[src/rtl/stream_arb_pkg.sv]
// Shared definitions for the stream arbiters: FSM encodings, counter width,
// and an index-width helper.
package stream_arb_pkg;

  typedef enum logic {
    ST_IDLE   = 1'b0,
    ST_LOCKED = 1'b1
  } arb_state_e;

  localparam int PKT_CNT_W = 16;

  function automatic int idx_w(input int n);
    return (n > 1) ? $clog2(n) : 1;
  endfunction

endpackage

[src/rtl/rr_pick.sv]
// Rotating priority pick: first set req bit searching upward from
// last_grant+1, wrapping at PORTS. Purely combinational.
module rr_pick
  import stream_arb_pkg::*;
#(
  parameter  int PORTS = 4,
  localparam int IW    = idx_w(PORTS)
) (
  input  logic [PORTS-1:0] req,
  input  logic [IW-1:0]    last_grant,
  output logic             any,
  output logic [IW-1:0]    idx
);

  int          cand;
  logic [IW-1:0] cand_idx;

  // Walk offsets from farthest to nearest so the nearest requester wins.
  always_comb begin
    any      = 1'b0;
    idx      = '0;
    cand     = 0;
    cand_idx = '0;
    for (int off = PORTS; off >= 1; off--) begin
      cand = int'(last_grant) + off;
      if (cand >= PORTS) cand = cand - PORTS;
      cand_idx = IW'(cand);
      if (req[cand_idx]) begin
        any = 1'b1;
        idx = cand_idx;
      end
    end
  end

endmodule

[src/rtl/stream_rr_arbiter.sv]
// Packet-locked round-robin arbiter feeding one registered valid/ready stage.
// Optional per-port packet counters on pkt_count when ARB_PKT_COUNT_EN is defined.
//
// state     | meaning
// ----------|-----------------------------------------------------------
// ST_IDLE   | no grant held; pick next requester after last_grant
// ST_LOCKED | grant held; beats flow from the granted port until last
module stream_rr_arbiter
  import stream_arb_pkg::*;
#(
  parameter  int PORTS      = 4,
  parameter  int DATA_WIDTH = 16,
  parameter  int USE_LAST   = 1,
  localparam int IW         = idx_w(PORTS)
) (
  input  logic                        clk,
  input  logic                        rst_n,
  input  logic [PORTS*DATA_WIDTH-1:0] in_data,
  input  logic [PORTS-1:0]            in_valid,
  input  logic [PORTS-1:0]            in_last,
  output logic [PORTS-1:0]            in_ready,
  output logic [DATA_WIDTH-1:0]       out_data,
  output logic                        out_last,
  output logic [IW-1:0]               out_port,
  output logic                        out_valid,
  input  logic                        out_ready,
  output logic                        busy
`ifdef ARB_PKT_COUNT_EN
  ,
  output logic [PORTS*PKT_CNT_W-1:0]  pkt_count
`endif
);

  arb_state_e            state_q, state_d;
  logic [IW-1:0]         grant_q, grant_d;
  logic [IW-1:0]         last_grant_q, last_grant_d;
  logic                  pick_any;
  logic [IW-1:0]         pick_idx;

  logic [DATA_WIDTH-1:0] out_data_q, out_data_d;
  logic                  out_last_q, out_last_d;
  logic [IW-1:0]         out_port_q, out_port_d;
  logic                  out_valid_q, out_valid_d;

  logic                  stage_free;
  logic                  grant_valid;
  logic                  grant_last;
  logic [DATA_WIDTH-1:0] grant_data;
  logic                  beat_acc;
  logic                  beat_last;

  rr_pick #(.PORTS(PORTS)) u_pick (
    .req        (in_valid),
    .last_grant (last_grant_q),
    .any        (pick_any),
    .idx        (pick_idx)
  );

  assign stage_free  = !out_valid_q || out_ready;
  assign grant_valid = in_valid[grant_q];
  assign grant_last  = (USE_LAST != 0) ? in_last[grant_q] : 1'b1;
  assign grant_data  = in_data[grant_q*DATA_WIDTH +: DATA_WIDTH];
  assign beat_acc    = (state_q == ST_LOCKED) && grant_valid && stage_free;
  assign beat_last   = beat_acc && grant_last;

  always_ff @(posedge clk or negedge rst_n) begin
    if (!rst_n) begin
      state_q      <= ST_IDLE;
      grant_q      <= '0;
      last_grant_q <= IW'(PORTS - 1);
    end else begin
      state_q      <= state_d;
      grant_q      <= grant_d;
      last_grant_q <= last_grant_d;
    end
  end

  always_comb begin
    state_d      = state_q;
    grant_d      = grant_q;
    last_grant_d = last_grant_q;
    case (state_q)
      ST_IDLE: begin
        if (pick_any) begin
          grant_d = pick_idx;
          state_d = ST_LOCKED;
        end
      end
      ST_LOCKED: begin
        if (beat_last) begin
          last_grant_d = grant_q;
          state_d      = ST_IDLE;
        end
      end
      default: state_d = ST_IDLE;
    endcase
  end

  always_comb begin
    in_ready = '0;
    busy     = (state_q == ST_LOCKED);
    if (state_q == ST_LOCKED) in_ready[grant_q] = stage_free;
  end

  // A new beat may load in the same cycle the old one drains.
  always_comb begin
    out_valid_d = out_valid_q;
    out_data_d  = out_data_q;
    out_last_d  = out_last_q;
    out_port_d  = out_port_q;
    if (beat_acc) begin
      out_valid_d = 1'b1;
      out_data_d  = grant_data;
      out_last_d  = grant_last;
      out_port_d  = grant_q;
    end else if (out_ready) begin
      out_valid_d = 1'b0;
    end
  end

  always_ff @(posedge clk or negedge rst_n) begin
    if (!rst_n) begin
      out_valid_q <= 1'b0;
      out_data_q  <= '0;
      out_last_q  <= 1'b0;
      out_port_q  <= '0;
    end else begin
      out_valid_q <= out_valid_d;
      out_data_q  <= out_data_d;
      out_last_q  <= out_last_d;
      out_port_q  <= out_port_d;
    end
  end

  assign out_valid = out_valid_q;
  assign out_data  = out_data_q;
  assign out_last  = out_last_q;
  assign out_port  = out_port_q;

`ifdef ARB_PKT_COUNT_EN
  logic [PKT_CNT_W-1:0] pkt_cnt_q [PORTS];
  logic [PKT_CNT_W-1:0] pkt_cnt_d [PORTS];

  always_comb begin
    pkt_cnt_d = pkt_cnt_q;
    if (beat_last) pkt_cnt_d[grant_q] = pkt_cnt_q[grant_q] + 1'b1;
  end

  always_ff @(posedge clk or negedge rst_n) begin
    if (!rst_n) begin
      for (int i = 0; i < PORTS; i++) pkt_cnt_q[i] <= '0;
    end else begin
      pkt_cnt_q <= pkt_cnt_d;
    end
  end

  for (genvar g = 0; g < PORTS; g++) begin : g_cnt
    assign pkt_count[g*PKT_CNT_W +: PKT_CNT_W] = pkt_cnt_q[g];
  end
`endif

endmodule
[config.mk]
export PLATFORM = sky130hd
export DESIGN_NAME = stream_rr_arbiter
export DESIGN_NICKNAME = d
export VERILOG_FILES = /design/src/rtl/stream_arb_pkg.sv /design/src/rtl/rr_pick.sv /design/src/rtl/stream_rr_arbiter.sv
export SDC_FILE = /design/constraint.sdc
export NUM_CORES = 1
export LEC_CHECK = 0
export CAP_MARGIN = 5
export CORE_MARGIN = 2
export CORE_UTILIZATION = 30
export CTS_BUF_LIST = sky130_fd_sc_hd__clkbuf_8
export DETAILED_ROUTE_END_ITERATION = 8
export GPL_ROUTABILITY_DRIVEN = 0
export PLACE_DENSITY = 0.71
export REMOVE_ABC_BUFFERS = 1
export SLEW_MARGIN = 25
export SYNTH_ARGS = -nofsm -noshare
export SYNTH_HDL_FRONTEND = slang
export SYNTH_SLANG_ARGS = --single-unit
[constraint.sdc]
create_clock -name clk -period 4.39 [get_ports clk]
set_input_delay 1.0975 -clock clk [delete_from_list [all_inputs] [get_ports clk]]
set_output_delay 1.0975 -clock clk [all_outputs]
set_load 0.005 [all_outputs]
=== Yosys cells after proc, flatten, opt, wreduce, memory -nomap -nowiden ===
Cells that the tools add are included.

* $add $sub $neg: 8
* Magnitude comparators: 10
* Shift-type cells: 1
* Multiplexer cells: 32
* Bitwise logic cells: 2
* Reductions and logical operators: 9

{| class="wikitable"
|+ Operators with widths
! kind !! count
|-
| $shiftx 64x7->16 || 1
|-
| $mux 2 || 8
|-
| $lt 2x3->1 const B || 5
|-
| $mux 1 || 15
|-
| $bmux 1 s2 || 6
|-
| $ge 3x3->1 const B || 3
|-
| $sub 2x1->2 const B || 4
|-
| $add 2x2->3 const B || 2
|-
| $add 2x3->4 const B || 1
|-
| $and 4x4->4 || 1
|-
| $ge 4x3->1 const B || 1
|-
| $logic_and 1x1->1 || 4
|-
| $mux 4 || 1
|-
| $reduce_and 2->1 || 2
|-
| $add 2x1->3 const B || 1
|-
| $demux 1 s2 || 1
|-
| $ge 2x1->1 const B || 1
|-
| $pmux 1 s2 || 1
|-
| $reduce_bool 2->1 || 1
|-
| $logic_not 1->1 || 1
|-
| $logic_or 1x1->1 || 1
|-
| $not 1->1 || 1
|}

* Register bits: 25
* Bits of input ports: 75
* Output and inout bits: 25

=== Depth between registers and ports, before layout ===
Gate-level depths: netlist of the first run.

* Depth in word-level cells: 11
* Gate-level depth with buffers: 5
* Gate-level depth less buffers: 4

=== Cells and area by module ===
From an unflattened synthesis of the first run, not the netlist that was laid out.

* Cells, all modules: 103
* Area total of the unflattened synthesis: 1551.5 um2

{| class="wikitable"
|+ By module, submodules not included
! module !! instances !! cells each !! area an instance (um2) !! seq. area each (um2)
|-
| stream_rr_arbiter || 1 || 89 || 1460.2 || 628.1
|-
| rr_pick || 1 || 14 || 91.3 || 0.0
|}

=== Least setup slack after synthesis of the first run ===
No wires, ideal clock.

* Path kind: in2out
* Start point: in out_ready
* End point: out in_ready[2]
* Data arrival time: 1.576 ns
* Setup slack: 1.716 ns
* Cell stages on the path: 3
* Path buffers: 0
* Cell sequence: nand2b_1 > nand3_1 > nor2_1

* Cells in the longest elaborated chain, start to end: 3

{| class="wikitable"
|+ Ends and longest elaborated chain
! element !! RTL line !! source
|-
| start: declaration || stream_rr_arbiter.sv:26 || <nowiki>input logic out_ready,</nowiki>
|-
| $logic_or 1x1->1 || stream_rr_arbiter.sv:59 || <nowiki>assign stage_free = !out_valid_q || out_ready;</nowiki>
|-
| $and 4x4->4 (no source line) || - ||
|-
| $mux 4 || stream_rr_arbiter.sv:102 || <nowiki>if (state_q == ST_LOCKED) in_ready[grant_q] = stage_free;</nowiki>
|-
| end: declaration || stream_rr_arbiter.sv:21 || <nowiki>output logic [PORTS-1:0] in_ready,</nowiki>
|}

Every way passes these cells.

=== Final worst setup path of the first run ===
* Start point: in out_ready
* End point: out in_ready[1]

The elaborated chain is that of the path after synthesis.

==> results.cfg, run 1 <==
[run_status]
status = complete, no violations

[grt]
antenna_found_initial = 0
grt_max_degree = 25
grt-ovfl-total = 0
grt_pass1_vias = 1306
groute.usage.overall = 0.150
grt_pass1_wl_um = 7000

[placement]
dp_hpwl_um = 3420
portBuffers = 99

[clock_network]
clk_pin_slew_ns = 0.09
clock_path_buffers = 2
hold_buffers = 0
cts-resized-gates = 0
root_buffer = clkbuf_8
post_cts_buffers = 0
cts.sinks = 25
htree_levels = 1
cts_tree = built
numCtsBuffers = 3
clk_latency_ns = 0.26

[routing]
drc = 0
ant_nets = 0
via_per_inst = 4.74
wl_um = 4270
drt_iter0_drc = 32
routed-via-count = 1304
wire_per_inst_um = 15.5
first_pass_iters = 4

[sta]
slew_headroom = 0.654
worst_slew_pin_slew_ns = 0.514
min_period_ns = 3.75
fmax_mhz = 267
fin_tns_setup_ns = 0
drv_slew = 0
clock_skew_ns = 0.00423
period_share = 0.853
whs_ns = 0.477
final_hold_viol_count = 0
setup_viol = 0
rsz0062_at_grt = no

[floorplanning]
rows = 26
die_w_um = 76.3
initial_core_util = 0.309
die_h_um = 76.3
die_area_sq_mm = 0.00583
core_area_sq_mm = 0.00507
ioPinCount = 100

[critical_path]
critical_path_arrival_ns = 2.65
worstPathRequired_ns = 3.29
worstSetupStartpointType = input pin
setup.worst_path.end_class = primary output
crit_path_max_fanout = 5
ff2ff_path_depth = 3
setup.worst_path.class = in2out
rrSetupSlack_ns = 2.34

[synth]
synthCells = 107
yosysWarnings = 0
avgSynthCellArea_sq_um = 14.7
synth_adder_area_share = 0
synth_top_family_by_area = multiplexers
synth_cell_type_count = 28
synth_area_leader_cell = dfrtp_1
synth.mux.area_fraction = 0.433
synth_xor_area_frac = 0
yosysSeqAreaShare = 0.400
yosys.area_share.simple = 0.0677
ys.flop_type = dfrtp_1
synth_top_cell_area_share = 0.367
synth_seq_cells = 25
synthArstFlopShare = 1.00
synth_area_sq_mm = 0.00157
synth_edf_count = 0
synth_compound_area_frac = 0.0534
synth.area.top_cells = dfrtp_1, mux4_2, mux2_4

[power]
p_per_area_mw_per_mm2 = 570
vdd_drop_max_uv = 261
p_leak_nw = 1.09

[finish]
final_util = 0.523
final_cell_mix = clkdlybuf4s50_1, dfrtp_1, mux4_2, mux2_4, nand2_1
nNetsFinal = 281
antennaDiodeCount = 0
area.growth.synth_to_final_pct = 69.1
drive_gt1_frac = 0.220
final_common_cell = clkdlybuf4s50_1

[hold_path]
hp-class = reg2reg
holdPathStages = 2

[run]
drv_cap = 0
[metal layers]
layer | global-route usage | part of all wire
met4 | 0.0327 | 0.0087
met2 | 0.227 | 0.43
met3 | 0.0438 | 0.084
met1 | 0.212 | 0.47
met5 | 0 | 0
[cell families after synthesis]
kind of cell,Yosys count
DFF,25
buffers and inverters,11
AOI/OAI and AO/OA,14
and+or+nand+nor,20
muxes,37
[critical path, stage by stage]
cell	delay, ns
clkdlybuf4s50_1	0.44
nand2b_1	0.25
nand2_1	0.12
nor3_1	0.19
clkdlybuf4s50_1	0.54
[synth_stat cells (2+ instances only)]
cell type and n:
dfstp_2 2, mux4_2 17, mux2i_1 2, clkbuf_1 4, dfrtp_1 23, buf_2 2, mux2_4 16, o21ai_1 4
nor2_1 3, nand2_1 10, a21oi_1 2, o21ai_0 3, inv_1 3, nor3_1 2
[state kept, by name, summed over array words and instances (netlist names)]
| name | count |
|---|---|
| out_valid | 1 |
| grant_q | 2 |
| out_data | 16 |
| out_last | 1 |
| last_grant_q | 2 |
| out_port | 2 |
| busy | 1 |
[where the power goes]
part	internal [W]	switching [W]
Clock	0.0000641	0.0000711
Sequential	0.000357	0.0000915
Combinational	0.000610	0.000321
Total	0.00103	0.000483
[stage by stage]
step                      setup slack [ns]  total power [W]  area [sq um]  std cells
after global placement               0.671          0.00139          2610        271
final                                0.645          0.00151          2660        275
after floorplan                       1.70         0.000978          1510         99
after detailed placement             0.630          0.00139          2610        271
after CTS                            0.628          0.00154          2660        275
after global routing                 0.501          0.00162          2660        275
[cell type report]
| type | instances | area, sq um |
|---|---|---|
| Fill cell | 457 | 2420 |
| Timing Repair Buffer | 102 | 1010 |
| Multi-Input combinational cell | 71 | 871 |
| Sequential cell | 25 | 628 |
| Tap cell | 70 | 87.6 |
| Clock buffer | 3 | 41.3 |
| Inverter | 3 | 11.3 |
| Clock inverter | 1 | 7.51 |
[worst paths after layout]
check	start	to
worst max-delay path	out_ready	in_ready[1]
worst min-delay path	out_last	out_last
worst max register to register	grant_q[0]	out_data[0]
worst min register to register	out_last	out_last
max in group asynchronous	rst_n	last_grant_q[1]
min in group asynchronous	rst_n	out_data[3]
Note: power is estimated with default switching activity, not from simulation.
==> run 2, diff against run 1 <==
Clock period 4.39 ns to 3.57 ns, I/O delays scaled along.
==> run 2 against run 1 <==
Against the previous run: register-to-register slack got worse by 0.94 ns; core utilization grew 0.35 points; setup slack worse by 0.27 ns; power increased by 24%; final area is 0.66% higher; count of clock-buffer cells in the layout is the same; clock skew rose by 0.0041 ns; flip-flop and latch count is the same; final cell count rose by 0.73%; worst hold slack better by 0.0048 ns; sequential power is 28% higher.
==> results.cfg, run 2 (same netlist as run 1, synthesis figures left out) <==
[critical_path]
setup.worst_path.end_class = primary output
rrSetupSlack_ns = 1.40
r2r-start = grant_q[1]
worstPathRequired_ns = 2.68
r2r_end = out_data[1]
worstSetupStartpointType = input pin
ff2ff_path_depth = 4
crit_path_max_fanout = 3
setup.worst_path.class = in2out
critical_path_arrival_ns = 2.30

[sta]
setup_viol = 0
period_share = 0.894
final_hold_viol_count = 0
drv_slew = 0
clock_skew_ns = 0.00837
slew_headroom = 0.613
fmax_mhz = 313
worst_slew_pin_slew_ns = 0.576
min_period_ns = 3.19
fin_tns_setup_ns = 0
rsz0062_at_grt = no

[run_status]
status = complete, no violations

[power]
p_sw_frac = 0.321
p_switching_w = 0.000603
intPower_w = 0.00128
p_leak_nw = 1.10
seq_power_share = 0.304
power_frac_clock = 0.088
p_per_area_mw_per_mm2 = 704
vdd_drop_max_uv = 223
comb_power_share = 0.608

[finish]
multi_input_comb_area_sq_um = 871
drive_gt1_frac = 0.222
nFillCells = 453
final_cell_count_no_fill = 277
final_util = 0.527
final_cell_mix = clkdlybuf4s50_1, dfrtp_1, mux4_2, mux2_4, nand2_1
largest_register_ffs = 16
antennaDiodeCount = 0
final-seq-area_sq_um = 628
nNetsFinal = 283
final_common_cell = clkdlybuf4s50_1
area.growth.synth_to_final_pct = 70.2

[clock_network]
cts-resized-gates = 0
clk_pin_slew_ns = 0.09
clk_latency_ns = 0.27
root_buffer = clkbuf_8
clock_path_buffers = 2
post_cts_buffers = 0
cts.sinks = 25
hold_buffers = 0
cts_tree = built
numCtsBuffers = 3
htree_levels = 1

[floorplanning]
initial_core_util = 0.309
ioPinCount = 100
die_w_um = 76.3
die_area_sq_mm = 0.00583
die_h_um = 76.3
rows = 26
core_area_sq_mm = 0.00507

[routing]
via_per_inst = 4.74
ant_nets = 0
drc = 0
first_pass_iters = 4
wl_um = 4460
routed-via-count = 1313
wire_per_inst_um = 16.1
drt_iter0_drc = 63

[hold_path]
hp-start = out_last
min_to = out_last
holdPathStages = 2
hp-class = reg2reg

[placement]
numPlacedInstances = 273
dp_hpwl_um = 3580
portBuffers = 99

[grt]
grt_pass1_vias = 1328
grt-ovfl-total = 0
grt_max_degree = 26
grt_pass1_wl_um = 7150
groute.usage.overall = 0.158
antenna_found_initial = 0

[run]
drv_cap = 0
## run 2: worst max path at each step
stage / from / endpoint / depth (start not counted)
6_report: out_ready / in_ready[1] / 5
5_1_grt: out_ready / in_ready[1] / 5
4_1_cts: out_ready / in_ready[3] / 5
3_5_place_dp: out_ready / in_ready[3] / 5
3_3_place_gp: out_ready / in_ready[3] / 5
2_1_floorplan: grant_q[0] / out_data[0] / 3
## run 2: metrics by stage
stage          setup slack (ns)  total power, W  instance area (sq um)  hold slack, ns
3_3_place_gp              0.386         0.00173                   2630           0.463
4_1_cts                   0.364         0.00191                   2670           0.485
6_report                  0.379         0.00188                   2670           0.482
5_1_grt                   0.265         0.00201                   2670           0.495
3_5_place_dp              0.368         0.00174                   2630           0.463
2_1_floorplan              1.20         0.00120                   1510           0.452
## run 2: layout make-up
type | count | area share
clock buffers | 3 | 0.0154
clock inverters | 1 | 0.00187
inverters | 3 | 0.00421
well taps | 70 | 0.0328
multi-input cells | 71 | 0.326
flip-flops and latches | 25 | 0.235
repair buffers | 104 | 0.385
## run 2: worst max-delay path, cell delays in order
cell             delay [ns]
clkdlybuf4s50_1        0.45
nand2b_1               0.14
nand2_1                0.09
nor3_1                 0.19
clkdlybuf4s50_1        0.54
## run 2: layer usage
layer,wire length (um),GRT usage,up-vias
li1,-,-,618
met1,1980,0.211,627
met2,2000,0.236,63
met3,395,0.0509,5
met4,81,0.0691,0
met5,0,0,-
## run 2: power groups by stage
stage                     Clock (W)  Sequential (W)  Combinational [W]
after floorplan                   0        0.000610           0.000592
after global placement            0        0.000574            0.00115
after detailed placement          0        0.000583            0.00115
after CTS                  0.000173        0.000576            0.00116
after global routing       0.000185        0.000599            0.00123
final                      0.000166        0.000572            0.00114
==> run 3, diff against run 2 <==
Clock period 3.57 ns to 3.45 ns, I/O delays scaled along.
==> run 3 against run 2 <==
Against the previous run: critical path depth did not move; clock power barely moved; clock skew rose by 0.00097 ns; setup slack got worse by 0.093 ns; count of clock-buffer cells in the layout did not move; core utilization barely moved; critical path type unchanged; critical endpoint unchanged; largest cell class unchanged; largest power group unchanged.
==> results.cfg, run 3 (same netlist as run 1, synthesis figures left out) <==
[routing]
drc = 0
ant_nets = 0
drt_iter0_drc = 33
routed-via-count = 1339
wire_per_inst_um = 16.1
via_per_inst = 4.83
first_pass_iters = 4
wl_um = 4450

[clock_network]
hold_buffers = 0
numCtsBuffers = 3
root_buffer = clkbuf_8
clk_pin_slew_ns = 0.08
cts.sinks = 25
cts_tree = built
cts-resized-gates = 0
clock_path_buffers = 2
post_cts_buffers = 0
htree_levels = 1
clk_latency_ns = 0.27

[floorplanning]
core_area_sq_mm = 0.00507
rows = 26
die_w_um = 76.3
ioPinCount = 100
die_h_um = 76.3
die_area_sq_mm = 0.00583
initial_core_util = 0.309

[finish]
largest_register_ffs = 16
area.growth.synth_to_final_pct = 70.1
final_common_cell = clkdlybuf4s50_1
final_cell_mix = clkdlybuf4s50_1, dfrtp_1, mux4_2, mux2_4, nand2_1
antennaDiodeCount = 0
nNetsFinal = 283
drive_gt1_frac = 0.217
final_area_sq_mm = 0.00267
nFillCells = 468

[grt]
grt_max_degree = 26
grt-ovfl-total = 0
antenna_found_initial = 0
grt_pass1_wl_um = 7040
grt_pass1_vias = 1325
groute.usage.overall = 0.155

[power]
finalPower_w = 0.00194
p_leak_nw = 1.10
p_per_area_mw_per_mm2 = 728
vdd_drop_max_uv = 275

[hold_path]
hp-class = reg2reg
hp-start = last_grant_q[0]
min_to = last_grant_q[0]
holdPathStages = 2

[critical_path]
setup.worst_path.class = in2out
r2r_end = out_data[1]
crit_path_max_fanout = 3
ff2ff_path_depth = 4
rrSetupSlack_ns = 1.27
r2r-start = grant_q[1]
worstPathRequired_ns = 2.59
setup.worst_path.end_class = primary output
worstSetupStartpointType = input pin
critical_path_arrival_ns = 2.30

[sta]
slew_headroom = 0.596
setup_viol = 0
period_share = 0.917
fmax_mhz = 316
final_hold_viol_count = 0
min_period_ns = 3.16
worst_slew_pin_slew_ns = 0.600
fin_tns_setup_ns = 0
drv_slew = 0
clock_skew_ns = 0.00934
rsz0062_at_grt = no

[run_status]
status = complete, no violations

[run]
drv_cap = 0

[placement]
dp_hpwl_um = 3570
portBuffers = 99
dpl_cell_area_sq_mm = 0.00263
[run 3: how the worst max path moves through the flow]
stage / cells after the start / to / startpoint
4_1_cts: 5 / in_ready[3] / out_ready
5_1_grt: 5 / in_ready[1] / out_ready
2_1_floorplan: 3 / out_data[0] / grant_q[0]
3_5_place_dp: 5 / in_ready[3] / out_ready
6_report: 5 / in_ready[1] / out_ready
3_3_place_gp: 5 / in_ready[3] / out_ready
[run 3: layer usage]
| metal | GRT usage | vias up | routed length [um] | share of wire |
|---|---|---|---|---|
| li1 | - | 619 | - | - |
| met1 | 0.211 | 645 | 2000 | 0.45 |
| met2 | 0.240 | 70 | 1980 | 0.45 |
| met3 | 0.0450 | 5 | 401 | 0.090 |
| met4 | 0.0491 | 0 | 65 | 0.015 |
| met5 | 0 | - | 0 | 0 |
[run 3: worst max-delay path, stage by stage]
cell and delay (ns):
clkdlybuf4s50_1 0.45, nand2b_1 0.14, nand2_1 0.08, nor3_1 0.22, clkdlybuf4s50_1 0.55
[run 3: area by class of cell]
type / count / area [sq um] / share of cell area
flip-flops and latches: 25 / 628 / 0.235
well taps: 70 / 87.6 / 0.0328
repair buffers: 104 / 1030 / 0.385
clock buffers: 3 / 41.3 / 0.0155
inverters: 3 / 11.3 / 0.00422
clock inverters: 1 / 3.75 / 0.00141
multi-input cells: 71 / 871 / 0.326
[run 3: report_power, final]
part,internal (W),total [W],switching [W]
clock,0.0000796,0.000166,0.0000867
sequential,0.000454,0.000595,0.000141
combinational,0.000788,0.00118,0.000395
total,0.00132,0.00194,0.000622
[run 3: metrics by stage]
| stage | hold slack [ns] | std cells | utilization | setup slack [ns] |
|---|---|---|---|---|
| 4_1_cts | 0.485 | 277 | 0.526 | 0.315 |
| 2_1_floorplan | 0.452 | 99 | - | 1.08 |
| 3_3_place_gp | 0.463 | 273 | 0.518 | 0.329 |
| 5_1_grt | 0.494 | 277 | 0.526 | 0.242 |
| 6_report | 0.483 | 277 | 0.526 | 0.286 |
| 3_5_place_dp | 0.473 | 273 | 0.518 | 0.319 |
==> patch, RTL diff (flow settings as in run 3) <==
The option `ARB_PKT_COUNT_EN` is turned on by a define.
--- a/src/rtl/stream_rr_arbiter.sv
+++ b/src/rtl/stream_rr_arbiter.sv
@@ -5,6 +5,8 @@
 // ----------|-----------------------------------------------------------
 // ST_IDLE   | no grant held; pick next requester after last_grant
 // ST_LOCKED | grant held; beats flow from the granted port until last
+`define ARB_PKT_COUNT_EN
+
 module stream_rr_arbiter
   import stream_arb_pkg::*;
 #(
Behaviour (old outputs only; new: pkt_count): unchanged (Yosys induction, for registers that start in step).
==> patch against run 3 <==
  * Critical path depth did not move
  * Die area rose to 2.7 times the old value
  * Via count rose to 2.7 times the old value
  * Final area rose by 140%
  * Non-clock buffer count rose by 74
  * Total power rose to 3.1 times the old value
  * Register-to-register slack got worse by 0.34 ns
  * Sequential cell count rose by 64
  * Maximum frequency fell by 4.3%
  * Synthesized area rose to 2.8 times the old value
  * Worst setup slack got worse by 0.14 ns
  * Hold slack got worse by 0.034 ns
  * Routed wire length rose to 2.9 times the old value
  * Largest power group unchanged
==> patch: results (changes against run 3) <==
[metrics] start of the worst register-to-register path: grant_q[0]$_DFFE_PN0P_
[metrics] syn_area_per_cell: 11.91 µm² (-19%)
[metrics] antenna cells: 0 (unchanged)
[metrics] share of synthesized area occupied by flip-flops and latches: 50.07% (+10 points)
[metrics] capture point of the worst reg-to-reg path: pkt_count[42]$_DFFE_PN0P_
[metrics] clock tree root driver cell: clkbuf_8
[metrics] post-CTS setup-driven buffer insertion count: 0 (unchanged)
[metrics] number of gates given a new drive strength after cts: 0 (unchanged)
[metrics] number of global-route vias before repair: 3824 (+190%)
[metrics] result of the run: completed
[metrics] flip-flop count of the largest register, all copies and words added: 64 (+48)
[metrics] placed cells: 711 (+160%)
[metrics] DR iter-0 viols: 158 (+380%)
[metrics] clock-pin slew on the worst setup and hold paths: 0.09 ns
[metrics] CP arrival: 2.44 ns (+0.14 ns)
[metrics] Critical Path Source: out_ready
[metrics] top area cells in the synthesized netlist: dfrtp_1 49%, mux4_2 15%, mux2_2 5.3%
[metrics] post-DR wirelength/cell: 17.79 µm (+11%)
[metrics] clock latency on the worst-skew pair: 0.37 ns (+0.10 ns)
[metrics] count of yosys warnings during synthesis: 0 (unchanged)
[metrics] final net count: 614 (+120%)
[metrics] via/cell ratio: 4.994 (+3.3%)
[metrics] global-route usage over all layers: 16.35% (+0.81 points)
[metrics] unique cell type count in the Yosys netlist: 37 (+32%)
[metrics] clock tree buffer depth: 2 (unchanged)
[metrics] fraction of synthesis flops using an asynchronous set or reset pin: 100.0% (unchanged)
[metrics] Max rail drop VDD: 0.0004823 V (+75%)
[metrics] number of CTS-inserted buffers: 9 (+6)
[metrics] number of buffer cells added on primary ports: 163 (+65%)
[metrics] top cell types by occurrence after synthesis: 87 x dfrtp_1, 45 x nand2_1, 35 x nor2_1
[metrics] count of H-tree levels built during CTS: 3 (+2)
[metrics] Routed Wire Length: 12920 µm (+190%)
[metrics] Max transition margin: 51.04% (-8.6 points)
[metrics] count of TritonRoute iterations in the first routing pass: 4 (unchanged)
[metrics] Worst Path Max Fanout: 5 (+2)
[metrics] largest net degree at the start of global routing: 51 (+96%)
[metrics] global-route wire length before repair: 20240 µm (+190%)
[metrics] share of final-layout standard cells stronger than drive strength 1: 16.97% (-4.8 points)
[metrics] Static Leakage: 2.581 nW (+130%)
[metrics] worst-case register-to-register setup slack: 0.93 ns (-0.34 ns)
[metrics] r2r worst-path depth: 6 (+2)
[metrics] final worst clock skew: 0.01514 ns (+0.005801 ns)
[metrics] path category of the worst min-delay check: input port to asynchronous set/reset pin
[metrics] Placement Cell Area: 6322 µm² (+140%)
[metrics] detailed-placement wirelength estimate: 9661 µm (+170%)
[metrics] antenna violations before repair: 0 (unchanged)
## patch: changes by cell type in the layout (fill, tap and decap cells not counted), sizes merged, moves of 4 or more
cell	run 3	this run
dfrtp	23	87
clkdlybuf4s50	99	162
nand2	10	45
nor2	3	35
a21oi	2	32
o21ai	7	37
mux4	18	34
xnor2	0	12
buf	5	16
clkbuf	3	10
nand4	1	7
nor4	1	7
mux2	17	21
nor3	2	6
## patch: critical path, stage by stage
cell and delay, ns:
clkdlybuf4s50_1 0.46, nand2b_1 0.20, and3_1 0.27, and2_1 0.16, clkdlybuf4s50_1 0.50
## patch: per-layer routing
layer / up-vias / global-route usage (%) / wire length [µm]
met2: 149 / 28.14 / 6329
li1: 1682 / - / -
met5: - / 0 / 0
met1: 1782 / 19.51 / 5274
met4: 0 / 4.654 / 143
met3: 13 / 5.650 / 1169
## patch: power breakdown
| part | switching, mW | internal (mW) |
|---|---|---|
| Clock | 0.360 | 0.418 |
| Combinational | 1.40 | 1.86 |
| Sequential | 0.427 | 1.54 |
| Total | 2.19 | 3.82 |
## patch: through the flow
| stage | TNS [ns] | util, % | hold WS, ns | setup WS [ns] |
|---|---|---|---|---|
| 3_3_place_gp | 0 | 43.50 | 0.4614 | 0.1801 |
| 6_report | 0 | 44.95 | 0.4493 | 0.1459 |
| 4_1_cts | 0 | 44.95 | 0.4605 | 0.1476 |
| 5_1_grt | 0 | 44.95 | 0.4699 | 0.03101 |
| 2_1_floorplan | -26.20 | - | 0.4674 | -1.315 |
| 3_5_place_dp | 0 | 43.50 | 0.4706 | 0.1651 |
## patch: layout make-up
cell class | instances | area [µm²]
Sequential cell | 89 | 2232
Clock inverter | 5 | 72.57
Tap cell | 184 | 230.2
Inverter | 5 | 18.77
Multi-Input combinational cell | 255 | 2087
Fill cell | 1359 | 8001
Clock buffer | 10 | 137.6
Timing Repair Buffer | 178 | 1754
## patch: how the worst max path moves through the flow
| stage | endpoint | slack, ns |
|---|---|---|
| after floorplan | pkt_count[17]$_DFFE_PN0P_ | -1.32 |
| after global placement | in_ready[3] | 0.18 |
| after detailed placement | in_ready[0] | 0.17 |
| after CTS | in_ready[3] | 0.15 |
| after global routing | in_ready[3] | 0.03 |
| final | in_ready[3] | 0.15 |
## patch: cells by family after synthesis
family / share of synthesized area, %
AOI/OAI and AO/OA: 8.739
xor gates and xnor gates: 2.754
DFF: 50.07
buffers and inverters: 3.344
and+or+nand+nor: 11.66
muxes: 23.15
adders and majority gates: 0.2809
